==> config.mk <==
export PLATFORM = sky130hd
export DESIGN_NAME = da_fir_sym_serial_flat
export DESIGN_NICKNAME = d
export VERILOG_FILES = /design/src/rtl/da_fir_pkg.sv /design/src/rtl/da_fir_sym_serial_if.sv /design/src/rtl/da_fir_delay_line.sv /design/src/rtl/da_fir_sym_serial.sv /design/src/flat_wrapper.sv
export SDC_FILE = /design/constraint.sdc
export NUM_CORES = 2
export LEC_CHECK = 0
export ABC_AREA = 1
export CAP_MARGIN = 20
export CORE_MARGIN = 2
export CORE_UTILIZATION = 35
export CTS_CLUSTER_SIZE = 20
export DETAILED_ROUTE_END_ITERATION = 12
export PLACE_DENSITY_LB_ADDON = 0.1
export SYNTH_ARGS = -nofsm -noshare
export SYNTH_HDL_FRONTEND = slang
export SYNTH_HIERARCHICAL = 1
export SYNTH_SLANG_ARGS = --single-unit
==> constraint.sdc <==
create_clock -name clk -period 36.9 [get_ports clk]
set_clock_uncertainty 0.1 [all_clocks]
set_input_delay 7.38 -clock clk [delete_from_list [all_inputs] [get_ports clk]]
set_output_delay 7.38 -clock clk [all_outputs]
set_load 0.01 [all_outputs]
==> src/rtl/da_fir_pkg.sv <==
// -----------------------------------------------------------------------------
// da_fir_pkg
// Shared definitions for the serial symmetric distributed-arithmetic FIR:
//   - fir_state_t   : controller states (IDLE, PREADD, ACCUM)
//   - DEF_*         : default data/coefficient widths and tap count
//   - half_taps     : number of unique coefficients for a given tap count
//   - coef_addr_w   : width of the coefficient index port
//   - default_out_w : full-precision output width for a parameter set
// No ports; imported by the interface, the delay line and the top module.
// -----------------------------------------------------------------------------
package da_fir_pkg;

    // Controller states of the bit-serial engine.
    typedef enum logic [1:0] {
        IDLE   = 2'd0,
        PREADD = 2'd1,
        ACCUM  = 2'd2
    } fir_state_t;

    localparam int DEF_DATA_W = 12;
    localparam int DEF_COEF_W = 17;
    localparam int DEF_TAPS   = 20;

    // A symmetric filter only stores one coefficient per tap pair.
    function automatic int half_taps(input int taps);
        return taps / 2;
    endfunction

    function automatic int coef_addr_w(input int taps);
        return $clog2(taps / 2);
    endfunction

    // Pre-add grows the sample by one bit, the product adds COEF_W bits and
    // summing TAPS/2 products adds clog2(TAPS/2) more.
    function automatic int default_out_w(input int data_w, input int coef_w,
                                         input int taps);
        return data_w + 1 + coef_w + $clog2(taps / 2);
    endfunction

    localparam int DEF_OUT_W = default_out_w(DEF_DATA_W, DEF_COEF_W, DEF_TAPS);

endpackage

==> src/rtl/da_fir_sym_serial_if.sv <==
// -----------------------------------------------------------------------------
// da_fir_sym_serial_if
// Groups the sample handshake, result and coefficient-write signals of the
// serial symmetric FIR.
//   in_valid/in_ready/in_data : sample input handshake
//   out_valid/out_data        : result pulse and held result
//   coef_we/coef_addr/coef_data/coef_err : coefficient write port
// Modports: master (sample source / host side), slave (filter side).
// -----------------------------------------------------------------------------
interface da_fir_sym_serial_if
    import da_fir_pkg::*;
#(
    parameter int DATA_W = DEF_DATA_W,
    parameter int COEF_W = DEF_COEF_W,
    parameter int TAPS   = DEF_TAPS,
    parameter int OUT_W  = default_out_w(DATA_W, COEF_W, TAPS)
);

    localparam int ADDR_W = coef_addr_w(TAPS);

    logic                     in_valid;
    logic                     in_ready;
    logic signed [DATA_W-1:0] in_data;

    logic                     out_valid;
    logic signed [OUT_W-1:0]  out_data;

    logic                     coef_we;
    logic [ADDR_W-1:0]        coef_addr;
    logic signed [COEF_W-1:0] coef_data;
    logic                     coef_err;

    modport master (
        output in_valid, in_data, coef_we, coef_addr, coef_data,
        input  in_ready, out_valid, out_data, coef_err
    );

    modport slave (
        input  in_valid, in_data, coef_we, coef_addr, coef_data,
        output in_ready, out_valid, out_data, coef_err
    );

endinterface

==> src/rtl/da_fir_delay_line.sv <==
// -----------------------------------------------------------------------------
// da_fir_delay_line
// DEPTH-deep signed shift register holding the sample history of the FIR.
//   clk  : clock, rising edge
//   clr  : synchronous clear of every tap
//   en   : shift in din (taps[0] <= din, taps[k] <= taps[k-1])
//   din  : new sample
//   taps : all stored samples, taps[0] newest
// -----------------------------------------------------------------------------
module da_fir_delay_line
    import da_fir_pkg::*;
#(
    parameter int W     = DEF_DATA_W,
    parameter int DEPTH = DEF_TAPS
) (
    input  logic                clk,
    input  logic                clr,
    input  logic                en,
    input  logic signed [W-1:0] din,
    output logic signed [W-1:0] taps [DEPTH]
);

    // The history only moves when a sample is accepted, so taps[k] is always
    // the sample accepted k acceptances ago regardless of idle gaps.
    always_ff @(posedge clk) begin
        if (clr) begin
            for (int k = 0; k < DEPTH; k++) begin
                taps[k] <= '0;
            end
        end else if (en) begin
            taps[0] <= din;
            for (int k = 1; k < DEPTH; k++) begin
                taps[k] <= taps[k-1];
            end
        end
    end

endmodule

==> src/rtl/da_fir_sym_serial.sv <==
// -----------------------------------------------------------------------------
// da_fir_sym_serial
// Bit-serial symmetric distributed-arithmetic FIR with runtime coefficients.
// y = sum_i coef[i] * (d[i] + d[TAPS-1-i]), one pre-added bit-plane per clock.
//   clk : clock, rising edge
//   rst : synchronous reset, active high; aborts any calculation in flight
//   bus : da_fir_sym_serial_if.slave
//         in_valid/in_ready/in_data : sample accepted only in IDLE
//         out_valid/out_data        : one-cycle pulse, result held afterwards
//         coef_we/coef_addr/coef_data : write honoured only in IDLE, addr<TAPS/2
//         coef_err                  : one-cycle pulse after a rejected write
// One sample per DATA_W+3 clocks.
// -----------------------------------------------------------------------------
module da_fir_sym_serial
    import da_fir_pkg::*;
#(
    parameter int DATA_W = DEF_DATA_W,
    parameter int COEF_W = DEF_COEF_W,
    parameter int TAPS   = DEF_TAPS,
    parameter int OUT_W  = default_out_w(DATA_W, COEF_W, TAPS)
) (
    input logic               clk,
    input logic               rst,
    da_fir_sym_serial_if.slave bus
);

    localparam int HALF   = half_taps(TAPS);
    localparam int ADDR_W = coef_addr_w(TAPS);
    localparam int P_W    = DATA_W + 1;
    localparam int ACC_W  = OUT_W + 1;
    localparam int CNT_W  = $clog2(DATA_W + 1);

    fir_state_t               state;
    logic signed [DATA_W-1:0] d      [TAPS];
    logic signed [COEF_W-1:0] coef   [HALF];
    logic        [P_W-1:0]    p_sr   [HALF];
    logic signed [ACC_W-1:0]  acc;
    logic        [CNT_W-1:0]  bit_cnt;

    logic signed [ACC_W-1:0]  partial;
    logic signed [ACC_W-1:0]  shifted;
    logic signed [ACC_W-1:0]  acc_next;
    logic                     last_bit;
    logic                     accept;
    logic                     coef_ok;

    // A sample is taken whenever the engine is idle and one is offered;
    // in_ready is exactly "state is IDLE", so the state is checked directly.
    // A coefficient write is legal only while idle and for an existing pair.
    always_comb begin
        accept  = (state == IDLE) && bus.in_valid;
        coef_ok = (state == IDLE) &&
                  ({1'b0, bus.coef_addr} < (ADDR_W+1)'(HALF));
    end

    da_fir_delay_line #(
        .W     (DATA_W),
        .DEPTH (TAPS)
    ) u_delay (
        .clk  (clk),
        .clr  (rst),
        .en   (accept),
        .din  (bus.in_data),
        .taps (d)
    );

    // Bit-plane sum: every pair whose current pre-added bit is set contributes
    // its coefficient. The plane is weighted by 2^bit; the final plane is the
    // two's-complement sign bit of the pre-added value and is subtracted.
    // Working at ACC_W keeps the result exact modulo 2^ACC_W.
    always_comb begin
        partial = '0;
        for (int i = 0; i < HALF; i++) begin
            if (p_sr[i][0]) begin
                partial = partial + ACC_W'(coef[i]);
            end
        end
        shifted  = partial <<< bit_cnt;
        last_bit = (bit_cnt == CNT_W'(DATA_W));
        acc_next = last_bit ? (acc - shifted) : (acc + shifted);
    end

    // Controller, coefficient store, pre-adders and accumulator.
    // IDLE waits for a sample (the delay line shifts on the accepting edge),
    // PREADD folds the symmetric taps into DATA_W+1-bit pair sums, and ACCUM
    // walks those sums LSB first for DATA_W+1 clocks before publishing the
    // result. Coefficient writes land in the same edge as a simultaneous
    // accept, so PREADD/ACCUM of that sample already see the new value.
    always_ff @(posedge clk) begin
        if (rst) begin
            state         <= IDLE;
            acc           <= '0;
            bit_cnt       <= '0;
            bus.in_ready  <= 1'b1;
            bus.out_valid <= 1'b0;
            bus.out_data  <= '0;
            bus.coef_err  <= 1'b0;
            for (int i = 0; i < HALF; i++) begin
                coef[i] <= '0;
                p_sr[i] <= '0;
            end
        end else begin
            bus.out_valid <= 1'b0;
            bus.coef_err  <= bus.coef_we && !coef_ok;

            if (bus.coef_we && coef_ok) begin
                coef[bus.coef_addr] <= bus.coef_data;
            end

            case (state)
                IDLE: begin
                    if (accept) begin
                        bus.in_ready <= 1'b0;
                        state        <= PREADD;
                    end
                end

                PREADD: begin
                    for (int i = 0; i < HALF; i++) begin
                        p_sr[i] <= P_W'(d[i]) + P_W'(d[TAPS-1-i]);
                    end
                    acc     <= '0;
                    bit_cnt <= '0;
                    state   <= ACCUM;
                end

                ACCUM: begin
                    for (int i = 0; i < HALF; i++) begin
                        p_sr[i] <= p_sr[i] >> 1;
                    end
                    acc     <= acc_next;
                    bit_cnt <= bit_cnt + CNT_W'(1);
                    if (last_bit) begin
                        bus.out_data  <= acc_next[OUT_W-1:0];
                        bus.out_valid <= 1'b1;
                        bus.in_ready  <= 1'b1;
                        state         <= IDLE;
                    end
                end

                default: begin
                    bus.in_ready <= 1'b1;
                    state        <= IDLE;
                end
            endcase
        end
    end

endmodule

==> src/flat_wrapper.sv <==
// flat-port wrapper written by rule: the top's interface ports become plain ports
module da_fir_sym_serial_flat import da_fir_pkg::*;
#(
    parameter int DATA_W = DEF_DATA_W,
    parameter int COEF_W = DEF_COEF_W,
    parameter int TAPS   = DEF_TAPS,
    parameter int OUT_W  = default_out_w(DATA_W, COEF_W, TAPS)
)
  (clk, rst, bus_in_valid, bus_in_data, bus_coef_we, bus_coef_addr, bus_coef_data, bus_in_ready, bus_out_valid, bus_out_data, bus_coef_err);
  da_fir_sym_serial_if #(.DATA_W(DATA_W), .COEF_W(COEF_W), .TAPS(TAPS), .OUT_W(OUT_W)) bus_i ();
  input logic clk;
  input logic rst;
  input wire logic [$bits(bus_i.in_valid)-1:0] bus_in_valid;
  input wire logic [$bits(bus_i.in_data)-1:0] bus_in_data;
  input wire logic [$bits(bus_i.coef_we)-1:0] bus_coef_we;
  input wire logic [$bits(bus_i.coef_addr)-1:0] bus_coef_addr;
  input wire logic [$bits(bus_i.coef_data)-1:0] bus_coef_data;
  output wire logic [$bits(bus_i.in_ready)-1:0] bus_in_ready;
  output wire logic [$bits(bus_i.out_valid)-1:0] bus_out_valid;
  output wire logic [$bits(bus_i.out_data)-1:0] bus_out_data;
  output wire logic [$bits(bus_i.coef_err)-1:0] bus_coef_err;
  assign bus_i.in_valid = bus_in_valid;
  assign bus_i.in_data = bus_in_data;
  assign bus_i.coef_we = bus_coef_we;
  assign bus_i.coef_addr = bus_coef_addr;
  assign bus_i.coef_data = bus_coef_data;
  assign bus_in_ready = bus_i.in_ready;
  assign bus_out_valid = bus_i.out_valid;
  assign bus_out_data = bus_i.out_data;
  assign bus_coef_err = bus_i.coef_err;
  da_fir_sym_serial #(.DATA_W(DATA_W), .COEF_W(COEF_W), .TAPS(TAPS), .OUT_W(OUT_W)) u_core (.clk(clk), .rst(rst), .bus(bus_i));
endmodule
==> impl_metrics.env <==
export IMPL_worstSetupPathType="flip-flop to flip-flop"
export IMPL_clock_latency_ns=0.70
export IMPL_met2_usage_pct=33.2
export IMPL_slowest_delay_ns=0.61
export IMPL_synth_fp_nets=8649
export IMPL_synthTopCellsByArea="edfxtp_1 17%, nand2_1 15%, dfxtp_1 12%"
export IMPL_routabilityCongestion=0.934
export IMPL_die_h_um=395
export IMPL_cts_sinks=617
export IMPL_synth_top_cell_area_share_pct=16.9
export IMPL_hold_viol_final=0
export IMPL_tightest_slew_ns=1.14
export IMPL_yosys_warnings=6
export IMPL_cts_hold_buf=0
export IMPL_grt_pass1_vias=48400
export IMPL_clockBufferDepth=3
export IMPL_grt_pass1_wl_mm=291
export IMPL_min_path_type="flip-flop to flip-flop"
export IMPL_antenna_cells=0
export IMPL_finalCritPeriodShare_pct=51.0
export IMPL_timing_fmax_mhz=53.2
export IMPL_grt_util_met1_pct=38.1
export IMPL_fin_nets=8622
export IMPL_tns_ns=0
export IMPL_core_sq_um=152000
export IMPL_hpwl_mm=147
export IMPL_ys_flop_type="dfxtp_1"
export IMPL_cp_required_ns=37.40
export IMPL_synth_seq_cells=617
export IMPL_critical_path_arrival_ns=19.31
export IMPL_end_kind="flip-flop"
export IMPL_synth_edf_count=300
export IMPL_root_buffer="clkbuf_16"
export IMPL_ys_types=64
export IMPL_cts_buffers=80
export IMPL_io_pins=74
export IMPL_rows=143
export IMPL_overflow=0
export IMPL_crit_path_top_delay_cell="nor4_1"
export IMPL_top_usage_layer="met1"
export IMPL_firstDrtPassIters=7
export IMPL_die_x_um=395
export IMPL_cts_resized_gates=0
export IMPL_drc=0
export IMPL_seq_area_frac_synth_pct=28.7
export IMPL_cap_violations=0
export IMPL_avgSynthCellArea_sq_um=6.57
export IMPL_netlist_area_sq_um=53500
export IMPL_crit_top_cell="nand2_1"
export IMPL_wl_mm=188
export IMPL_grt_max_degree=161
export IMPL_period_needed_ns=18.81
export IMPL_io_buffers=73
export IMPL_synthArstFlopShare_pct=0
export IMPL_slew_viol_final=0
export IMPL_start_kind="flip-flop"
export IMPL_htreeDepth=3
export IMPL_vias=51300
export IMPL_cp_max_fo=26
export IMPL_netlist_instances=8136
export IMPL_post_cts_setup_buffers=0
export IMPL_area_growth_pct=9.80
export IMPL_yosys_area_top_type="edfxtp_1"
export IMPL_drive_gt1_share_pct=4.81
export IMPL_die_area_sq_um=156000
export IMPL_wl_per_cell_um=18.5
export IMPL_maxSlewHeadroom_pct=23.6
export IMPL_grt_use_total_pct=23.7
export IMPL_setup_viol=0
export IMPL_start_util_pct=35.2
export IMPL_layout_commonest_cell="nand2_1"
export IMPL_antenna_found_initial=3
export IMPL_drtIter0Drc=3979
export IMPL_clkTransAtPathRegs_ns=0.06
export IMPL_ant_nets=0
export IMPL_layout_common_cells="2178 x nand2_1, 1166 x nor2_1, 1026 x inv_1, 680 x nand3_1, 474 x a21oi_1"
export IMPL_vias_per_cell=5.03
export IMPL_gr_usage_met3_pct=2.66
export IMPL_cts_tree="yes"
export IMPL_rsz0062_at_grt="false"
export IMPL_outcome="finished, final reports clean"
## layout make-up
class	count	area [sq um]
multi-input cells	6238	33100
clock inverters	38	399
flip-flops and latches	617	15400
repair buffers	123	1140
inverters	1049	3950
clock buffers	106	2210
well taps	2030	2540
fillers	16700	93000
## cell families after synthesis
family / after synthesis / share of synthesized area, %
DFF: 617 / 28.7
buffers and inverters: 1281 / 9.42
adders and majority gates: 476 / 11.4
AOI/OAI and AO/OA: 1125 / 12.0
and+or+nand+nor: 4422 / 34.9
xor gates and xnor gates: 215 / 3.55
## through the flow
| step | util [%] | setup WS (ns) | hold WS [ns] | instance area, sq um | std cells |
|---|---|---|---|---|---|
| 2_1_floorplan | - | 21.85 | 0.335 | 53500 | 8136 |
| 4_1_cts | 38.6 | 18.29 | 0.374 | 58600 | 10200 |
| 5_1_grt | 38.7 | 16.28 | 0.388 | 58700 | 10200 |
| 3_3_place_gp | 36.9 | 18.46 | 0.354 | 56000 | 10100 |
| 3_5_place_dp | 36.9 | 18.41 | 0.360 | 56000 | 10100 |
| 6_report | 38.7 | 18.09 | 0.374 | 58700 | 10200 |
## layer usage
layer / wire (um) / up-vias
met5: 14 / -
met4: 3170 / 2
met3: 9560 / 141
met2: 72900 / 1093
met1: 103000 / 23700
li1: - / 26400
## cells in the mapped netlist, types with 78 or more instances
| master | number |
|---|---|
| nand2_1 | 2180 |
| nor2_1 | 1168 |
| inv_1 | 1027 |
| nand3_1 | 680 |
| a21oi_1 | 475 |
| ha_1 | 456 |
| o21ai_0 | 367 |
| dfxtp_1 | 317 |
| edfxtp_1 | 300 |
| xor2_1 | 137 |
| clkbuf_1 | 107 |
| or2_2 | 88 |
| buf_2 | 78 |
## critical path, delay by kind of cell (launching register included)
kind                     cells  cell delay (ns)
buffers and inverters       19             1.31
XOR/XNOR                     7             1.27
flip-flops                   1             0.36
AND/OR/NAND/NOR             65             7.95
AO/OA/AOI/OAI               20             4.30
adder cells (fa/ha/maj)     10             3.35
## worst paths after layout
path	endpoint	cells after the start	startpoint	slack, ns
worst max-delay path	u_core/bus.out_data[33]$_SDFFE_PP0P_	121	u_core/p_sr[0][0]$_SDFFCE_PN0P_	18.09
worst min-delay path	u_core/acc[19]$_SDFFE_PP0P_	2	u_core/acc[19]$_SDFFE_PP0P_	0.37
worst max register to register	u_core/bus.out_data[33]$_SDFFE_PP0P_	121	u_core/p_sr[0][0]$_SDFFCE_PN0P_	18.09
worst min register to register	u_core/acc[19]$_SDFFE_PP0P_	2	u_core/acc[19]$_SDFFE_PP0P_	0.37
## registers in the layout (all words and copies together) (netlist names)
signal and count:
u_core/p_sr 130, u_core/bus.out_valid 1, u_core/u_delay/taps 240, u_core/bus.in_ready 1, u_core/bus.out_data 34, u_core/state 2
u_core/coef 170, u_core/bit_cnt 4, u_core/acc 34, u_core/bus.coef_err 1
Power is left out: the tool's default activity adds up to more than one toggle a clock period on the data nets, which glitch-free logic cannot reach.
